===== src/rtl/mips_state_dumper_if.sv =====
// ---------------------------------------------------------------------------
// mips_state_dumper_if
//   Byte-stream link between the state dumper and the host-link UART TX.
//   A byte moves on a rising clock edge when tx_valid and tx_ready are both 1.
//
//   tx_data   8  stream byte (source -> sink)
//   tx_valid  1  byte valid   (source -> sink)
//   tx_ready  1  sink ready   (sink -> source)
//
//   modport master : byte source (the dumper)
//   modport slave  : byte sink   (UART TX or testbench)
// ---------------------------------------------------------------------------
interface mips_state_dumper_if;
  logic [7:0] tx_data;
  logic       tx_valid;
  logic       tx_ready;

  modport master (output tx_data, output tx_valid, input  tx_ready);
  modport slave  (input  tx_data, input  tx_valid, output tx_ready);
endinterface


===== src/rtl/mips_state_dumper.sv =====
// ---------------------------------------------------------------------------
// mips_state_dumper
//   On a rising edge of the core halt flag, reads the cycle counter, the PC,
//   r0..r31 and mem[0 .. MEM_DUMP_WORDS-1] through the core read ports and
//   streams them as one frame:
//     HEADER_BYTE, 4 bytes per word (MSB first), XOR checksum byte.
//   The checksum covers every byte after the header.
//
//   clk         in   clock, rising edge
//   reset_n     in   asynchronous active-low reset
//   i_halt      in   core halt flag
//   i_pc        in   live PC, latched when the PC word is captured
//   o_reg_addr  out  register-file read address (data one cycle later)
//   i_reg_data  in   register-file read data
//   o_mem_addr  out  data-memory word read address (data one cycle later)
//   i_mem_data  in   data-memory read data
//   tx          mst  byte stream towards the UART TX
//   o_busy      out  high from HEADER through CHECKSUM
//   o_done      out  high in DONE
//
//   DATA_WIDTH is fixed at 32: the byte slicer and counter assume 4 bytes.
// ---------------------------------------------------------------------------
module mips_state_dumper #(
  parameter int         DATA_WIDTH     = 32,
  parameter int         MEM_ADDR_WIDTH = 8,
  parameter int         MEM_DUMP_WORDS = 32,
  parameter logic [7:0] HEADER_BYTE    = 8'hA5
) (
  input  logic                      clk,
  input  logic                      reset_n,
  input  logic                      i_halt,
  input  logic [DATA_WIDTH-1:0]     i_pc,
  output logic [4:0]                o_reg_addr,
  input  logic [DATA_WIDTH-1:0]     i_reg_data,
  output logic [MEM_ADDR_WIDTH-1:0] o_mem_addr,
  input  logic [DATA_WIDTH-1:0]     i_mem_data,
  mips_state_dumper_if.master       tx,
  output logic                      o_busy,
  output logic                      o_done
);

  // Word numbering inside a frame: 0 = cycle count, 1 = PC,
  // 2..33 = r0..r31, 34.. = mem[0..].
  localparam int LAST_WORD_I = 33 + MEM_DUMP_WORDS;
  localparam int WORD_W      = $clog2(LAST_WORD_I + 1);

  typedef logic [WORD_W-1:0] word_t;

  localparam word_t W_PC   = word_t'(1);
  localparam word_t W_REG0 = word_t'(2);
  localparam word_t W_MEM0 = word_t'(34);
  localparam word_t W_LAST = word_t'(LAST_WORD_I);

  typedef enum logic [2:0] {
    S_IDLE,
    S_HEADER,
    S_ADDR,
    S_CAPTURE,
    S_SEND,
    S_CHECKSUM,
    S_DONE
  } state_t;

  state_t                state, state_next;
  logic                  halt_q;
  logic [31:0]           cycle_cnt;
  word_t                 word_idx;
  word_t                 addr_word;
  logic [1:0]            byte_idx;
  logic [DATA_WIDTH-1:0] shift_buf;
  logic [7:0]            csum;
  logic                  start;

  assign start     = i_halt && !halt_q;
  // Word whose address is presented on the next ADDR entry.
  assign addr_word = (state == S_HEADER) ? '0 : word_idx + 1'b1;

  // NOTE: sequential state uses non-blocking assignments so every register
  // updates from pre-edge values regardless of process ordering.
  always_ff @(posedge clk or negedge reset_n) begin
    if (!reset_n) state <= S_IDLE;
    else          state <= state_next;
  end

  // NOTE: every output and next-state variable gets a default before the
  // case, so no path leaves a value unassigned and no latch is inferred.
  always_comb begin
    state_next  = state;
    tx.tx_valid = 1'b0;
    tx.tx_data  = '0;
    o_busy      = 1'b0;
    o_done      = 1'b0;
    case (state)
      S_IDLE: begin
        if (start) state_next = S_HEADER;
      end
      S_HEADER: begin
        o_busy      = 1'b1;
        tx.tx_valid = 1'b1;
        tx.tx_data  = HEADER_BYTE;
        if (tx.tx_ready) state_next = S_ADDR;
      end
      S_ADDR: begin
        o_busy     = 1'b1;
        state_next = S_CAPTURE;
      end
      S_CAPTURE: begin
        o_busy     = 1'b1;
        state_next = S_SEND;
      end
      S_SEND: begin
        o_busy      = 1'b1;
        tx.tx_valid = 1'b1;
        tx.tx_data  = shift_buf[DATA_WIDTH-1 -: 8];
        if (tx.tx_ready && byte_idx == 2'd3)
          state_next = (word_idx == W_LAST) ? S_CHECKSUM : S_ADDR;
      end
      S_CHECKSUM: begin
        o_busy      = 1'b1;
        tx.tx_valid = 1'b1;
        tx.tx_data  = csum;
        if (tx.tx_ready) state_next = S_DONE;
      end
      S_DONE: begin
        o_done = 1'b1;
        if (!i_halt) state_next = S_IDLE;
      end
      default: state_next = S_IDLE;
    endcase
  end

  always_ff @(posedge clk or negedge reset_n) begin
    if (!reset_n) begin
      halt_q     <= 1'b0;
      cycle_cnt  <= '0;
      word_idx   <= '0;
      byte_idx   <= '0;
      shift_buf  <= '0;
      csum       <= '0;
      o_reg_addr <= '0;
      o_mem_addr <= '0;
    end else begin
      halt_q <= i_halt;

      // Running-cycle count: frozen while halted, sticks at all-ones.
      if (!i_halt && cycle_cnt != '1) cycle_cnt <= cycle_cnt + 32'd1;

      if (state == S_IDLE) csum <= '0;

      // Addresses change only on entry to ADDR, so they hold through
      // CAPTURE and keep their last value for the rest of the frame.
      if (state != S_ADDR && state_next == S_ADDR) begin
        word_idx <= addr_word;
        if (addr_word >= W_MEM0)
          o_mem_addr <= MEM_ADDR_WIDTH'(addr_word - W_MEM0);
        else if (addr_word >= W_REG0)
          o_reg_addr <= 5'(addr_word - W_REG0);
      end

      if (state == S_CAPTURE) begin
        if (word_idx == '0)          shift_buf <= cycle_cnt;
        else if (word_idx == W_PC)   shift_buf <= i_pc;
        else if (word_idx < W_MEM0)  shift_buf <= i_reg_data;
        else                         shift_buf <= i_mem_data;
      end

      // byte_idx wraps to 0 after the 4th byte, ready for the next word.
      if (state == S_SEND && tx.tx_ready) begin
        shift_buf <= shift_buf << 8;
        byte_idx  <= byte_idx + 2'd1;
        csum      <= csum ^ shift_buf[DATA_WIDTH-1 -: 8];
      end
    end
  end

endmodule


===== src/flat_wrapper.sv =====
// flat-port wrapper written by rule: the top's interface ports become plain ports
module mips_state_dumper_flat 
#(
  parameter int         DATA_WIDTH     = 32,
  parameter int         MEM_ADDR_WIDTH = 8,
  parameter int         MEM_DUMP_WORDS = 32,
  parameter logic [7:0] HEADER_BYTE    = 8'hA5
)
  (clk, reset_n, i_halt, i_pc, o_reg_addr, i_reg_data, o_mem_addr, i_mem_data, o_busy, o_done, tx_tx_data, tx_tx_valid, tx_tx_ready);
  mips_state_dumper_if tx_i ();
  input  logic clk;
  input  logic reset_n;
  input  logic i_halt;
  input  logic [DATA_WIDTH-1:0] i_pc;
  output logic [4:0] o_reg_addr;
  input  logic [DATA_WIDTH-1:0] i_reg_data;
  output logic [MEM_ADDR_WIDTH-1:0] o_mem_addr;
  input  logic [DATA_WIDTH-1:0] i_mem_data;
  output logic o_busy;
  output logic o_done;
  output wire logic [$bits(tx_i.tx_data)-1:0] tx_tx_data;
  output wire logic [$bits(tx_i.tx_valid)-1:0] tx_tx_valid;
  input wire logic [$bits(tx_i.tx_ready)-1:0] tx_tx_ready;
  assign tx_tx_data = tx_i.tx_data;
  assign tx_tx_valid = tx_i.tx_valid;
  assign tx_i.tx_ready = tx_tx_ready;
  mips_state_dumper #(.DATA_WIDTH(DATA_WIDTH), .MEM_ADDR_WIDTH(MEM_ADDR_WIDTH), .MEM_DUMP_WORDS(MEM_DUMP_WORDS), .HEADER_BYTE(HEADER_BYTE)) u_core (.clk(clk), .reset_n(reset_n), .i_halt(i_halt), .i_pc(i_pc), .o_reg_addr(o_reg_addr), .i_reg_data(i_reg_data), .o_mem_addr(o_mem_addr), .i_mem_data(i_mem_data), .tx(tx_i), .o_busy(o_busy), .o_done(o_done));
endmodule

===== config.mk =====
export PLATFORM = sky130hd
export DESIGN_NAME = mips_state_dumper_flat
export DESIGN_NICKNAME = d
export VERILOG_FILES = /design/src/rtl/mips_state_dumper_if.sv /design/src/rtl/mips_state_dumper.sv /design/src/flat_wrapper.sv
export SDC_FILE = /design/constraint.sdc
export NUM_CORES = 1
export LEC_CHECK = 0
export ABC_AREA = 1
export BUFFER_PORTS_ARGS = -buffer_cell sky130_fd_sc_hd__buf_2
export CORE_UTILIZATION = 36
export CTS_CLUSTER_DIAMETER = 80
export DETAILED_ROUTE_END_ITERATION = 8
export REMOVE_ABC_BUFFERS = 1
export SLEW_MARGIN = 10
export SYNTH_ARGS = -nofsm -noshare
export SYNTH_HDL_FRONTEND = slang
export SYNTH_SLANG_ARGS = --single-unit

===== constraint.sdc =====
create_clock -name clk -period 2.4 [get_ports clk]
set_input_delay 0.72 -clock clk [delete_from_list [all_inputs] [get_ports clk]]
set_output_delay 0.72 -clock clk [all_outputs]
set_load 0.05 [all_outputs]

# Word-level counts from Yosys, hierarchy flattened
# Cells that the tools add are included.
[totals]
ff_bits = 98
out_inout_bits = 24
[classes]
n_mux = 19
reduce_logical = 15
add_sub_neg = 5
bitwise_logic = 2
n_lt_le_gt_ge = 3
eq_ne = 12
[op_table]
columns = ["cell", "n"]
rows = [
  ["32-bit two-way mux", 5],
  ["32-bit by 1-bit adder with 32-bit output (second input constant)", 1],
  ["32-bit inequality test (second input constant)", 1],
  ["8-bit one-hot mux with 3 select lines", 1],
  ["3-bit one-hot mux with 7 select lines", 1],
  ["3-bit two-way mux", 6],
  ["8-bit two-way mux", 2],
  ["3-bit by 2-bit equality test with 1-bit output (second input constant)", 3],
  ["3-bit equality test (second input constant)", 3],
  ["7-bit by 6-bit subtractor with 8-bit output (second input constant)", 1],
  ["8-bit bitwise XOR", 1],
  ["7-bit by 1-bit adder with 7-bit output (second input constant)", 1],
  ["7-bit by 1-bit equality test with 1-bit output (second input constant)", 1],
  ["7-bit equality test (second input constant)", 1],
  ["7-bit by 2-bit >= comparator with 1-bit output (second input constant)", 1],
  ["7-bit by 6-bit >= comparator with 1-bit output (second input constant)", 1],
  ["7-bit logical NOT", 1],
  ["7-bit by 6-bit less-than comparator with 1-bit output (second input constant)", 1],
  ["7-bit two-way mux", 1],
  ["1-bit logical AND", 5],
  ["5-bit OR reduction", 1],
  ["5-bit by 2-bit subtractor with 5-bit output (second input constant)", 1],
  ["2-bit nonzero test", 2],
  ["3-bit by 1-bit equality test with 1-bit output (second input constant)", 1],
  ["10 further kinds", 13],
]

# Depth between registers and ports, before layout
# Gate-level depths: netlist (run 1).
[logic_depth]
word_depth = 7
depth_mapped = 15
depth_no_buf = 14

# Worst setup path after synthesis (run 1)
# OpenSTA, ideal clock, no wires.
[synth_timing]
path_kind = "register to output"
startpoint = "register u_core.state[1]"
endpoint = "output tx_tx_data[0]"
stages_incl_launch_ff = 9
path_slack_ps = -403
arrival_time_ps = 2083
t_required_ps = 1680
path_buffers = 2
cell_sequence = "dfrtp_1 buf_4 nor2_4 nand2_4 inv_1 or2_2 clkbuf_1 o21ai_0 inv_1"
[synth_between]
elab_chain_len = 2
word_cells_on_any_way = 4
cone_classes = "3 x eq/ne; 1 x mux"
[synth_rtl]
columns = ["element", "line_no", "rtl"]
rows = [
  ["start: declaration", "mips_state_dumper.sv:64", "state_t state, state_next;"],
  ["start signal: assignment", "mips_state_dumper.sv:82", "else state <= state_next;"],
  ["3-bit equality test / 3-bit by 1-bit equality test with 1-bit output (equally long branches)", "mips_state_dumper.sv:93", "case (state)"],
  ["8-bit one-hot mux with 3 select lines (*)", "mips_state_dumper.sv:93", ""],
  ["end: declaration", "flat_wrapper.sv:21", "output wire logic [$bits(tx_i.tx_data)-1:0] tx_tx_data;"],
]
# Every way passes the cells marked *; elsewhere a longest branch is shown, timed or not.

# Final worst setup path (run 1)
[layout_timing]
startpoint = "register u_core.state[0]"
endpoint = "output tx_tx_data[3]"
# The elaborated chain is that of the path after synthesis.

==> impl_metrics.toml, run 1 <==
[pwr]
pwr-share-clk_pct = 16.7
power.switching_mw = 4.11
comb_power_share_pct = 52.9
power.density_nw_per_um2 = 1130
switching_share_pct = 48.0
power.total_mw = 8.55
leakage_nw = 3.91
peakVddDrop_uv = 700
seqPwrFrac_pct = 30.5
p_int_mw = 4.45

[clocking]
clk_pin_slew_ps = 70
hold_buffers = 0
cts_tree = "built"
insertion_delay_ps = 350
clock_sinks = 98
numCtsBuffers = 9
htreeDepth = 3
root_buffer = "clkbuf_16"
cts_buffer_depth = 2

[placed_design]
place_area_um2 = 7160
dp_hpwl_mm = 11.5
port_buffers = 123
dp_cells = 1200
routabilityCongestion = 0.882

[synth]
ys_warn_count = 0
synth_edf_count = 0
ys_ff_latch = 98
synth-async-reset-ratio_pct = 100
synth_area_um2 = 6270
synth_compound_area_share_pct = 14.8
synthesis.instances = 881
synthSimpleGateAreaFrac_pct = 28.9
muxShareOfSynthArea_pct = 0.180
synth_xor_area_share_pct = 5.45
seq_area_frac_synth_pct = 39.1
synth_top_flop_cell = "dfrtp_1"
synth_adder_area_share_pct = 1.60
synth_top_family_by_area = "simple AND/OR/NAND/NOR gates"
synth_cell_type_count = 37
syn-mean-instance-area_um2 = 7.12

[final_layout]
n_antenna_cell = 0
fin_nets = 1106
stdcell_area_um2 = 7590
nFillCells = 1744
fin_cells = 1223
area_delta_synth_final_pct = 21.0
drive_gt1_share_pct = 21.3

[worst_setup_path]
ff2ff_setup_slack_ps = 160
setup.worst_path.end_class = "primary output"
worstPathCellList = "buf_6 > nor2_4 > nand2_4 > clkinvlp_4 > nand2_1 > o21ai_0 > nand2_1 > inv_2 > buf_6"
rr_startpoint = "u_core.state[0]"
cp.required_ps = 1680
path_class = "reg -> out"
reg2regPathDepth = 13
critPathMaxStageDelay_ps = 400
crit_slowest_cell = "dfrtp_1"
rr_endpoint = "u_core.o_mem_addr[1]"
worst_setup_path_start_kind = "register"
cp_max_fo = 4
critPathArrivalTime_ps = 1630

[floorplanning]
ios = 124
rows = 47
dieWidth_um = 134
coreArea_um2 = 16800
start_util_pct = 37.3
die_y_um = 134
die-area_um2 = 18000

[routing]
first_pass_iters = 5
ant_nets = 0
initialDrtViolationCount = 392
wl_per_cell_um = 13.1
route.detailed.drc = 0
viasPerCell = 4.77
vias = 5832
routed_wl_mm = 16.0

[grt]
globalRouteOverflowTotal = 0
grtUsageTotal_pct = 18.0
grt_max_degree = 65
grt_pass1_vias = 5355
grt_first_pass_wirelength_mm = 26.2
antenna_found_initial = 0

[timing]
finalSetupViolations = 0
rsz0062_at_grt = "yes"
slew_violations = 0
whs_ps = 194
clock_skew_ps = 10.8
final.period_utilization_pct = 98.1
hold_viol = 0
tightest_slew_ps = 598
fin_crit_ps = 2350
max_freq_mhz = 425
slew_headroom_pct = 59.8

[hold_path]
hold_class = "in -> async"

[run]
drv_cap = 0

[status]
run_status = "complete, no violations"
==> per-layer routing <==
| metal | vias up | GRT usage, % | wire length [um] |
|---|---|---|---|
| met5 | - | 0 | 0 |
| met4 | 0 | 4.29 | 106 |
| met3 | 10 | 2.23 | 581 |
| met2 | 125 | 28.9 | 7410 |
| met1 | 2618 | 25.8 | 7880 |
| li1 | 3079 | - | - |
==> how the worst max path moves through the flow <==
stage | start | to | cells after the start
after global placement | u_core.state[1] | tx_tx_data[0] | 6
after global routing | u_core.state[0] | tx_tx_data[2] | 9
after floorplan | u_core.word_idx[5] | u_core.shift_buf[10] | 8
after CTS | u_core.state[0] | tx_tx_data[0] | 9
after detailed placement | u_core.state[1] | tx_tx_data[0] | 6
final | u_core.state[0] | tx_tx_data[3] | 9
==> cells by family (layout without fill, tap and decap cells) <==
logic type / after synthesis / after routing
buf+inv: 156 / 277
fa+ha+maj: 8 / 8
simple gates: 404 / 405
flops: 98 / 98
mux: 1 / 1
compound gates: 175 / 175
xor+xnor: 39 / 39
==> state kept, by name, summed over array words and instances, names as in the netlist <==
register and cells:
u_core.o_mem_addr 8, u_core.shift_buf 32, u_core.cycle_cnt 32, u_core.byte_idx 2, u_core.state 3, u_core.csum 8
u_core.halt_q 1, u_core.o_reg_addr 5, u_core.word_idx 7
==> power groups by stage <==
stage	Combinational, mW	Clock, mW	Sequential, mW
CTS	4.46	1.46	2.60
global route	5.07	1.55	2.68
finish	4.52	1.43	2.61
detailed placement	4.33	0	2.64
global placement	4.29	0	2.63
floorplan	2.85	0	2.90
==> per-stage QoR <==
stage                     setup WS, ps  setup TNS, ps  util (%)
after CTS                       -0.191         -0.191      44.7
after detailed placement           146              0      42.6
after global routing             -44.8           -284      45.1
after floorplan                   31.9              0         -
after global placement             178              0      42.6
final                             45.9              0      45.1
==> cell usage in the layout (no fill, tap or decap), types with 5 or more instances in the layout <==
cell and count:
nand2_1 228, buf_2 114, inv_1 106, dfrtp_1 97, nand3_1 77, o21ai_0 70, a21oi_1 64, nor2_1 40
xor2_1 29, o21ai_1 21, buf_4 15, nor3_1 14, nand4_1 12, nand2_2 11, inv_2 10, xnor2_1 10
clkbuf_16 9, buf_6 9, o22ai_1 8, o21ai_2 7, ha_1 7, buf_12 5
==> Yosys cell counts (2+ instances only) <==
cell | count | area, um^2
ha_1 | 8 | 100
buf_4 | 3 | 22.5
nand2_2 | 10 | 62.6
nor3_1 | 14 | 70.1
nand4_1 | 12 | 75.1
buf_2 | 11 | 55.1
dfrtp_1 | 98 | 2450
or2_2 | 2 | 12.5
nor2_2 | 5 | 31.3
xor2_1 | 29 | 254
inv_2 | 9 | 33.8
nand3_1 | 77 | 385
o21ai_2 | 5 | 43.8
o21ai_1 | 16 | 80.1
nand2_1 | 230 | 863
xnor2_1 | 10 | 87.6
nor4_1 | 2 | 12.5
a21oi_1 | 64 | 320
o21ai_0 | 77 | 385
nor3_2 | 2 | 20.0
clkbuf_1 | 23 | 86.3
nand3_4 | 4 | 70.1
nand2_4 | 2 | 22.5
inv_1 | 108 | 405
nor2_4 | 2 | 22.5
nor2_1 | 40 | 150
o22ai_1 | 8 | 50.1
==> worst max-delay path, delay by kind of cell, from the launching register on <==
| kind | cells | cell delay [ps] |
|---|---|---|
| AO/OA/AOI/OAI | 1 | 60 |
| AND/OR/NAND/NOR | 4 | 370 |
| flip-flops | 1 | 400 |
| buffers and inverters | 4 | 440 |
==> layout make-up <==
type                            count  area, um^2  area share [%]
Inverter                          117         442            5.82
Tap cell                          220         275            3.63
Clock buffer                        9         225            2.97
Timing Repair Buffer              143         885            11.7
Multi-Input combinational cell    628        3240            42.7
Sequential cell                    98        2450            32.3
Clock inverter                      7        60.1           0.792
Timing Repair inverter              1        7.51          0.0990
==> what timing repair did <==
item,CTS,global route
buffers inserted,5,0
pin swaps,1,5
gates cloned,0,2
resized for setup,15,23
endpoints found under the setup margin,9,21
(Power assumes the default switching activity.)
==> inputs of run 2 (changes only) <==
- clock period: 2.4 -> 2.35 ns (I/O delays scaled with it)
==> run 2 against run 1 <==
Critical path depth decreased by 1; non-clock buffer count increased by 2; hold slack improved by 40 ps; clock power increased by 14%; register-to-register slack improved by 40 ps; clock skew decreased by 1.2 ps; utilization increased by 0.27 points; critical path type unchanged; largest cell class unchanged; largest power group unchanged.
==> impl_metrics.toml, run 2 (synthesis gave the netlist of run 1 again) <==
[floorplanning]
start_util_pct = 37.3
die_y_um = 134
ios = 124
dieWidth_um = 134
die-area_um2 = 18000
rows = 47
coreArea_um2 = 16800

[placed_design]
dp_cells = 1203
port_buffers = 123
post-place-ws_ps = 136
routabilityCongestion = 0.845
dp_hpwl_mm = 11.8

[clocking]
clock_sinks = 98
cts_buffer_depth = 2
cts_tree = "built"
hold_buffers = 0
root_buffer = "clkbuf_16"
clk_pin_slew_ps = 70
numCtsBuffers = 9
insertion_delay_ps = 350
htreeDepth = 3

[final_layout]
fin_nets = 1107
top_regs = "u_core.cycle_cnt (32), u_core.shift_buf (32)"
final_cell_mix = "228 x nand2_1, 113 x buf_2, 107 x inv_1, 97 x dfrtp_1, 77 x nand3_1"
final_common_cell = "nand2_1"
drive_gt1_share_pct = 21.2
fin_cells = 1224
n_antenna_cell = 0
area_delta_synth_final_pct = 21.7

[grt]
antenna_found_initial = 0
grt_first_pass_wirelength_mm = 26.6
globalRouteOverflowTotal = 0
grt_pass1_vias = 5548
grt_max_degree = 65
grtUsageTotal_pct = 18.5

[worst_setup_path]
cp.required_ps = 1640
worst_setup_path_start_kind = "register"
critPathArrivalTime_ps = 1610
path_class = "reg -> out"
setup.worst_path.end_class = "primary output"
worstPathCellList = "inv_2 > nor2_4 > nand2_4 > inv_4 > or2_4 > nand2_1 > inv_1 > buf_6"
crit_slowest_cell = "dfrtp_1"
critPathMaxStageDelay_ps = 410
cp_max_fo = 5
rr_startpoint = "u_core.state[0]"
crit_start = "u_core.state[0]"
reg2regPathDepth = 15

[hold_path]
hold_class = "in -> async"

[routing]
route.detailed.drc = 0
initialDrtViolationCount = 308
vias = 5911
wl_per_cell_um = 13.1
viasPerCell = 4.83
routed_wl_mm = 16.0
first_pass_iters = 5
ant_nets = 0

[status]
run_status = "complete, no violations"

[pwr]
power.total_mw = 8.92
power.density_nw_per_um2 = 1170
leakage_nw = 3.94
peakVddDrop_uv = 628

[timing]
final.setup.worst_slack_ps = 34.6
setup_tns_ps = 0
final.period_utilization_pct = 98.5
fin_crit_ps = 2320
rsz0062_at_grt = "yes"
whs_ps = 234
clock_skew_ps = 9.61
max_freq_mhz = 432
slew_violations = 0
finalSetupViolations = 0
hold_viol = 0
tightest_slew_ps = 451
slew_headroom_pct = 69.9

[run]
drv_cap = 0
## run 2: cell types whose count changed in the layout (fill, tap and decap cells not counted), moves of 2 or more
cell,before,now
inv_2,10,8
o21ai_1,21,23
bufinv_16,0,2
buf_4,15,19
## run 2: metal layers
layer	GRT usage, %	wire, um	vias up
met1	24.9	7520	2680
met4	5.37	213	0
li1	-	-	3078
met5	0	0	-
met2	30.7	7620	134
met3	2.80	657	19
## run 2: stage by stage
stage	instance area, um^2	utilization, %
after floorplan	6090	-
after global placement	7180	42.7
after detailed placement	7180	42.7
after CTS	7550	44.9
after global routing	7630	45.4
final	7630	45.4
## run 2: area by class of cell
| cell class | instances | area, um^2 |
|---|---|---|
| flip-flops and latches | 98 | 2450 |
| multi-input cells | 628 | 3230 |
| inverters | 117 | 444 |
| fillers | 1813 | 9190 |
| clock buffers | 9 | 225 |
| well taps | 220 | 275 |
| repair buffers | 145 | 898 |
| clock inverters | 7 | 100 |
## run 2: critical path, delay by kind of cell, from the launching register on
family / cells / cell delay, ps
simple gates: 4 / 480
flops: 1 / 410
buf+inv: 4 / 360
## run 2: power by group
part	switching, mW	total (mW)	internal (mW)
Sequential	0.425	2.66	2.24
Clock	0.688	1.63	0.943
Combinational	3.04	4.63	1.59
## run 2: what timing repair did
action / in CTS / in global routing
gates cloned: 0 / 1
endpoints found under the setup margin: 9 / 9
buffers inserted: 2 / 2
resized for setup: 13 / 25
pin swaps: 0 / 2
## run 2: path summary, 6_finish.rpt
| path | slack, ps | endpoint |
|---|---|---|
| min | 230 | u_core.o_mem_addr[4] |
| max | 30 | tx_tx_data[6] |
| max reg2reg | 200 | u_core.o_reg_addr[2] |
| max in group asynchronous | 1540 | u_core.state[1] |
| min reg2reg | 470 | u_core.o_mem_addr[3] |
| min in group clk | 470 | u_core.o_mem_addr[3] |
